--- src/rtl/sync_conditioner.sv ---
// -----------------------------------------------------------------------------
// sync_conditioner
//
// Multi-channel input conditioner for board-level asynchronous inputs
// (buttons, switches, external strobes). Each channel is brought into the clk
// domain by a STAGES-deep synchroniser chain, optionally debounced, and then
// presented as a registered clean level plus single-cycle rise/fall pulses.
//
// Build option:
//   SYNC_COND_DEBOUNCE_EN  defined   -> per-channel debounce counters present;
//                                       a new level must persist DB_CYCLES
//                                       consecutive cycles before clean follows.
//                          undefined -> no counters; clean follows the
//                                       synchroniser output every cycle and
//                                       busy is tied to 0.
//
// Parameters:
//   WIDTH      number of independent channels (>= 1)
//   STAGES     synchroniser depth per channel (>= 2)
//   DB_CYCLES  debounce hold time in cycles (>= 1), debounce build only
//
// Ports:
//   clk     in   1      single clock, rising edge
//   rst_n   in   1      asynchronous active-low reset, clears all state
//   sig_in  in   WIDTH  raw asynchronous inputs
//   clean   out  WIDTH  conditioned registered level
//   rise    out  WIDTH  one-cycle pulse in the first cycle clean[i] reads 1
//   fall    out  WIDTH  one-cycle pulse in the first cycle clean[i] reads 0
//   busy    out  WIDTH  debounce counter of channel i is nonzero
// -----------------------------------------------------------------------------
module sync_conditioner #(
    parameter int WIDTH     = 4,
    parameter int STAGES    = 2,
    parameter int DB_CYCLES = 16
) (
    input  logic             clk,
    input  logic             rst_n,
    input  logic [WIDTH-1:0] sig_in,
    output logic [WIDTH-1:0] clean,
    output logic [WIDTH-1:0] rise,
    output logic [WIDTH-1:0] fall,
    output logic [WIDTH-1:0] busy
);

    // Wide enough to hold DB_CYCLES-1, the largest value the counter reaches.
    localparam int CNT_W = $clog2(DB_CYCLES + 1);

    if (WIDTH < 1 || STAGES < 2 || DB_CYCLES < 1 || CNT_W < 1) begin : g_param_check
        $error("sync_conditioner: illegal parameter set");
    end

    // ------------------------------------------------------------------
    // Synchroniser: plain shift chain, nothing between stages so every
    // stage gets the full cycle to resolve metastability.
    // ------------------------------------------------------------------
    logic [WIDTH-1:0] sync_q [STAGES];
    logic [WIDTH-1:0] sync_d [STAGES];
    logic [WIDTH-1:0] s;

    always_comb begin
        sync_d[0] = sig_in;
        for (int k = 1; k < STAGES; k++) begin
            sync_d[k] = sync_q[k-1];
        end
    end

    always_ff @(posedge clk or negedge rst_n) begin
        if (!rst_n) begin
            for (int k = 0; k < STAGES; k++) begin
                sync_q[k] <= '0;
            end
        end else begin
            for (int k = 0; k < STAGES; k++) begin
                sync_q[k] <= sync_d[k];
            end
        end
    end

    assign s = sync_q[STAGES-1];

    // ------------------------------------------------------------------
    // Level qualification
    // ------------------------------------------------------------------
    logic [WIDTH-1:0] clean_d, clean_q;
    logic [WIDTH-1:0] rise_d,  rise_q;
    logic [WIDTH-1:0] fall_d,  fall_q;

`ifdef SYNC_COND_DEBOUNCE_EN
    localparam logic [CNT_W-1:0] CNT_LAST = CNT_W'(DB_CYCLES - 1);

    logic [CNT_W-1:0] cnt_q [WIDTH];
    logic [CNT_W-1:0] cnt_d [WIDTH];

    // Counter tracks how long s has disagreed with clean. Any agreement
    // drops it back to 0, so only an uninterrupted run of DB_CYCLES
    // mismatching cycles moves clean. Reaching CNT_LAST commits the new
    // level and recycles to 0, so the counter never wraps.
    always_comb begin
        clean_d = clean_q;
        for (int i = 0; i < WIDTH; i++) begin
            cnt_d[i] = '0;
            if (s[i] != clean_q[i]) begin
                if (cnt_q[i] == CNT_LAST) begin
                    clean_d[i] = s[i];
                end else begin
                    cnt_d[i] = cnt_q[i] + 1'b1;
                end
            end
        end
    end

    always_ff @(posedge clk or negedge rst_n) begin
        if (!rst_n) begin
            for (int i = 0; i < WIDTH; i++) begin
                cnt_q[i] <= '0;
            end
        end else begin
            for (int i = 0; i < WIDTH; i++) begin
                cnt_q[i] <= cnt_d[i];
            end
        end
    end

    always_comb begin
        busy = '0;
        for (int i = 0; i < WIDTH; i++) begin
            busy[i] = (cnt_q[i] != '0);
        end
    end
`else
    // No filtering: clean simply follows the synchroniser one cycle later.
    assign clean_d = s;
    assign busy    = '0;
`endif

    // Pulses are computed from the next and current clean value so they
    // land in the same cycle as the new clean level. A channel can only
    // change in one direction per edge, so rise and fall are exclusive.
    assign rise_d = clean_d & ~clean_q;
    assign fall_d = clean_q & ~clean_d;

    always_ff @(posedge clk or negedge rst_n) begin
        if (!rst_n) begin
            clean_q <= '0;
            rise_q  <= '0;
            fall_q  <= '0;
        end else begin
            clean_q <= clean_d;
            rise_q  <= rise_d;
            fall_q  <= fall_d;
        end
    end

    assign clean = clean_q;
    assign rise  = rise_q;
    assign fall  = fall_q;

endmodule

--- config.mk ---
export PLATFORM = sky130hd
export DESIGN_NAME = sync_conditioner
export DESIGN_NICKNAME = d
export VERILOG_FILES = /design/src/rtl/sync_conditioner.sv
export SDC_FILE = /design/constraint.sdc
export NUM_CORES = 1
export LEC_CHECK = 0
export BUFFER_PORTS_ARGS = -buffer_cell sky130_fd_sc_hd__buf_4
export CAP_MARGIN = 25
export CORE_MARGIN = 4
export CORE_UTILIZATION = 40
export CTS_BUF_LIST = sky130_fd_sc_hd__clkbuf_4 sky130_fd_sc_hd__clkbuf_8 sky130_fd_sc_hd__clkbuf_16
export DETAILED_ROUTE_END_ITERATION = 7
export GPL_TIMING_DRIVEN = 1
export PLACE_DENSITY = 0.79
export SYNTH_ARGS = -nofsm -noshare
export SYNTH_HDL_FRONTEND = slang
export SYNTH_SLANG_ARGS = --single-unit
--- constraint.sdc ---
create_clock -name clk -period 0.8 [get_ports clk]
set_input_delay 0.12 -clock clk [delete_from_list [all_inputs] [get_ports clk]]
set_output_delay 0.12 -clock clk [all_outputs]
set_load 0.01 [all_outputs]
Yosys cells after proc, flatten, opt, wreduce, memory -nomap -nowiden
Index checks and enable logic that the tools add are counted.

cells by class
  bitwise gates (word level) = 4

operators by type and width
  kind            number
  AND 4 bit       2
  inverter 4 bit  2

storage, ports and cells
  logic and storage cells = 9
  register bits = 20
  input port bits = 6

Logic depth before layout (Yosys ltp)
Gate-level depths: netlist of run 1.

  depth after elaboration = 2
  depth in mapped cells = 1
  gate-level depth less buffers = 1

Worst setup path before layout of run 1
OpenSTA, ideal clock, no wires.

  path kind = register to register
  start = reg clean_q[0] (netlist: clean[0])
  end = reg rise_q[0] (netlist: rise[0])
  stages on the path, launching flop included = 2
  library setup time = 120 ps
  arrival = 589 ps
  clock period less this slack = 709 ps
  slack = 91 ps
  required time = 680 ps
  path through = dfrtp_1 -> and2b_2

on the way
  word-level cells in the longest chain between the ends = 2

RTL lines
  element                 line  text
  start, declared         84    logic [WIDTH-1:0] clean_d, clean_q;
  start signal, assigned  148   clean_q <= clean_d;
  inverter 4 bit          139   assign rise_d = clean_d & ~clean_q;
  AND 4 bit               139
  via rise_d[0]           85    logic [WIDTH-1:0] rise_d, rise_q;
  end signal, assigned    149   rise_q <= rise_d;
  end, declared           85

The timed path passes the listed nets, and every way through them passes these cells.

Worst setup path after layout of run 1
  start = reg clean_q[3] (netlist: clean[3])
  end = out clean[3]

RTL lines
  element        line  text
  end, declared  39    output logic [WIDTH-1:0] clean,

No word-level cell between the ends.

==> results.cfg, run 1 <==
[grt]
grt_pass1_wl_mm = 1.48
grt_use_total_pct = 10.0
antenna_found_initial = 0
grt_max_degree = 21
busiest_layer = met2
grt_use_met2_pct = 15.7
grt_pass1_vias = 319
overflow = 0
met3_usage_pct = 3.45
use_met1_pct = 11.6

[timing]
fin_skew_ns = 0.00490
rsz0062_at_grt = yes
period_needed_ns = 0.948
setup_violations = 14
finalSetupTns_ns = -1.51
hold_viol = 0
worst_slack_ns = -0.148
slew_viol_final = 0
timing.final.crit_share_pct = 118
timing.fmax_ghz = 1.05

[critical_path]
slowest_stage = dfrtp_1
crit_type = reg2out
timing.rr.start = clean[2]
critPathLaunchType = register
regToRegSetupSlack_ns = -0.02
crit_fanout = 2
path_cells = buf_6
required_ns = 0.68
cp_top_family = flip-flops
crit_buf_inv = 1
setup.worst_path.end_class = output port
worstReg2RegEnd = fall[2]
cp.arrival_ns = 0.83
slowest_delay_ns = 0.41
r2r_cells = 2

[synthesis]
avgSynthCellArea_um2 = 18.3
synth-async-reset-ratio_pct = 100
synth.largest_area_cell = dfrtp_1
synthMostInstantiatedCell = dfrtp_1
ys_types = 4
ys_top_cells_by_count = dfrtp_1 (20), and2b_2 (8), buf_4 (4), conb_1 (1)
ys_seq_area_share_pct = 82.8
synth_ff_type = dfrtp_1
synth_cells = 33
ys_top_cells_by_area = dfrtp_1 (83%), and2b_2 (12%), buf_4 (5.0%), conb_1 (0.62%)
synth-warning-count = 0
ys_ff_latch = 20
yosysTopAreaCellShare_pct = 82.8
netlist_area_um2 = 604
synth_edf_count = 0

[floorplan]
core_um2 = 1370
die_w_um = 46.9
pin_count = 22
dieArea_um2 = 2200
fp-row-count = 13
start_util_pct = 44.2
die_h_um = 46.9

[placement]
hpwl_um = 530
dp_slack_ns = 0.110
io_buffers = 17
gp_congestion = 0.633

[detailed_routing]
drc = 0
vias = 317
routed_via_density = 4.23
drt-initial-drc-count = 0
wire_per_inst_um = 11.1
ant_nets = 0
dr.pass1.iters = 1
routed_wl_um = 830

[clock_network]
clock-sinks = 20
h-tree-depth = 1
cts.reportedPaths.clkPinSlew_ns = 0.11
clock_tree.root_cell = clkbuf_4
cts_tree = built
numCtsBuffers = 3
clockBufferDepth = 2
clkLatencyLatePin_ns = 0.29

[power]
power_mw = 2.05
powerDensity_nw_per_um2 = 2290
leakage_nw = 0.453
worst_ir_drop_vdd_mv = 1.29

[worst_hold_path]
hold_path_class = in2async

[finish]
fillers = 101
syn_to_final_growth_pct = 48.7
antenna_cells = 0
fin_nets = 67
drive_gt1_share_pct = 51.7

[job]
drv_cap = 0

[status]
violations = setup timing
status = finished, violations left
-- power by group --
group / internal (mW) / switching (mW)
clock: 0.506 / 0.281
sequential: 1.06 / 0.0268
combinational: 0.112 / 0.0661
-- area by class of cell --
type	instances	area [um2]	share of cell area, %
Timing Repair Buffer	24	241	26.9
Multi-Input combinational cell	12	85.1	9.47
Tap cell	15	18.8	2.09
Clock buffer	3	22.5	2.51
Clock inverter	1	30.0	3.34
Sequential cell	20	500	55.7
-- per-layer routing --
metal,part of all wire (%),up-vias
met5,0,-
met4,0,0
met3,12,0
met2,50,18
met1,38,153
li1,-,146
-- flip-flops by register name, summed over array words and instances, names as in the netlist --
| name | cells |
|---|---|
| rise | 4 |
| clean_d | 4 |
| clean | 4 |
| sync_d | 4 |
| fall | 4 |
-- metrics by stage --
step | area [um2] | util (%) | std cells | hold WS [ns]
2_1_floorplan | 616 | - | 36 | -0.176
3_3_place_gp | 732 | 53.6 | 64 | 0.00225
3_5_place_dp | 732 | 53.6 | 64 | 0.00544
4_1_cts | 883 | 64.7 | 74 | 0.224
5_1_grt | 898 | 65.8 | 75 | 0.216
6_report | 898 | 65.8 | 75 | 0.225
-- how the worst max path moves through the flow --
| stage | from | to | slack (ns) | cells after the start |
|---|---|---|---|---|
| 4_1_cts | clean[0] | clean[0] | -0.16 | 1 |
| 6_report | clean[3] | clean[3] | -0.15 | 1 |
| 3_3_place_gp | clean[1] | fall[1] | 0.13 | 1 |
| 2_1_floorplan | clean[0] | rise[0] | 0.09 | 1 |
| 3_5_place_dp | clean[3] | rise[3] | 0.11 | 1 |
| 5_1_grt | clean[0] | clean[0] | -0.21 | 1 |
-- logic make-up after synthesis --
family | after synthesis | synth area share, %
flip-flops | 20 | 82.8
AND/OR/NAND/NOR | 8 | 11.6
buffers and inverters | 4 | 4.97
other | 1 | 0.621
-- repair_timing --
item / in CTS / in global routing
hold buffers: 5 / 0
setup endpoints to repair: 12 / 14
gates resized for setup: 11 / 2
buffers inserted: 1 / 1
hold endpoints to repair: 24 / 0
-- cell usage in the layout (no fill, tap or decap) --
cell           instances
buf_4                  6
and2b_2                8
dlygate4sd3_1          5
bufinv_16              1
buf_6                 13
clkbuf_4               3
dfrtp_1               20
conb_1                 4
Note: power is estimated with default switching activity, not from simulation.
==> inputs of run 2 (changes only) <==
--- a/config.mk
+++ b/config.mk
@@ -13,6 +13,7 @@
 export DETAILED_ROUTE_END_ITERATION = 7
 export GPL_TIMING_DRIVEN = 1
 export PLACE_DENSITY = 0.79
+export RECOVER_POWER = 100
 export SYNTH_ARGS = -nofsm -noshare
 export SYNTH_HDL_FRONTEND = slang
 export SYNTH_SLANG_ARGS = --single-unit
==> results.cfg, run 2 (same netlist as run 1, synthesis figures left out) <==
[status]
status = finished, violations left
violations = setup timing

[critical_path]
critPathLaunchType = register
cp_top_family = flip-flops
r2r_cells = 2
path_cells = buf_6
worstSetupStartpoint = clean[3]
crit_fanout = 2
crit_type = reg2out
required_ns = 0.68
slowest_stage = dfrtp_1
crit_buf_inv = 1
timing.rr.start = clean[2]
cp.arrival_ns = 0.83
worstReg2RegEnd = fall[2]
setup.worst_path.end_class = output port
slowest_delay_ns = 0.41
regToRegSetupSlack_ns = -0.02

[grt]
antenna_found_initial = 0
grt_pass1_vias = 319
grt_max_degree = 21
grt_pass1_wl_mm = 1.48
grt_use_total_pct = 10.0
overflow = 0

[power]
leakage_nw = 0.451
switching_power_mw = 0.374
worst_ir_drop_vdd_mv = 1.29
power_mw = 2.05
clkPwrFrac_pct = 38.4
powerDensity_nw_per_um2 = 2290
seqPwrFrac_pct = 53.1
p_comb_share_pct = 8.5
swShare_pct = 18.2
cell_internal_pwr_mw = 1.68

[floorplan]
pin_count = 22
core_um2 = 1370
fp-row-count = 13
start_util_pct = 44.2
die_h_um = 46.9
die_w_um = 46.9
dieArea_um2 = 2200

[finish]
final_cell_mix = dfrtp_1 (20), buf_6 (13), and2b_2 (8)
seq_area_um2 = 500
fillers = 102
antenna_cells = 0
drive_gt1_share_pct = 51.7
fin_nets = 67
multi_input_area_um2 = 85.1
final_common_cell = dfrtp_1
syn_to_final_growth_pct = 48.2

[clock_network]
numCtsBuffers = 3
h-tree-depth = 1
clkLatencyLatePin_ns = 0.29
cts_tree = built
clock-sinks = 20
cts.reportedPaths.clkPinSlew_ns = 0.11
clock_tree.root_cell = clkbuf_4
clockBufferDepth = 2

[timing]
hold_viol = 0
fin_skew_ns = 0.00492
timing.final.crit_share_pct = 119
finalSetupTns_ns = -1.51
setup_violations = 14
slew_viol_final = 0
timing.fmax_ghz = 1.05
period_needed_ns = 0.948
worst_slack_ns = -0.148
hold_ws_ns = 0.301
rsz0062_at_grt = yes

[worst_hold_path]
hold_path_class = in2async

[detailed_routing]
wire_per_inst_um = 11.0
drc = 0
drt-initial-drc-count = 0
routed_wl_um = 826
vias = 317
routed_via_density = 4.23
dr.pass1.iters = 1
ant_nets = 0

[placement]
io_buffers = 17
hpwl_um = 530
gp_congestion = 0.633

[job]
drv_cap = 0
run 2: how the worst max path moves through the flow:
stage | end | depth (start not counted)
CTS | clean[0] | 1
detailed placement | rise[3] | 1
global route | clean[0] | 1
finish | clean[3] | 1
floorplan | rise[0] | 1
global placement | fall[1] | 1
run 2: layout make-up:
class	count	area share [%]
well taps	15	2.09
multi-input cells	12	9.50
clock inverters	1	3.35
repair buffers	24	26.7
flip-flops and latches	20	55.9
clock buffers	3	2.51
run 2: stage by stage:
step	std cells	instance area, um2	setup slack [ns]	util, %
after global placement	64	732	0.131	53.6
after global routing	75	896	-0.209	65.6
final	75	896	-0.148	65.6
after CTS	74	883	-0.164	64.7
after floorplan	36	616	0.0910	-
after detailed placement	64	732	0.110	53.6
run 2: power by group through the flow:
stage / Combinational [mW] / Clock [mW] / Sequential [mW]
6_report: 0.175 / 0.787 / 1.09
5_1_grt: 0.194 / 0.873 / 1.10
4_1_cts: 0.172 / 0.812 / 1.09
3_5_place_dp: 0.132 / 0 / 1.10
3_3_place_gp: 0.130 / 0 / 1.10
2_1_floorplan: 0.0434 / 0 / 1.12
run 2: what timing repair did:
| action | in CTS | in global routing |
|---|---|---|
| gates resized for setup | 11 | 2 |
| setup endpoints to repair | 12 | 14 |
| buffers inserted | 1 | 1 |
| hold buffers | 5 | 0 |
| hold endpoints to repair | 24 | 0 |
run 2: routing by layer:
| layer | track usage [%] | routed length, um |
|---|---|---|
| met1 | 11.6 | 315 |
| met2 | 15.7 | 410 |
| met3 | 3.45 | 100 |
| met4 | 6.63 | 0 |
| met5 | 0 | 0 |
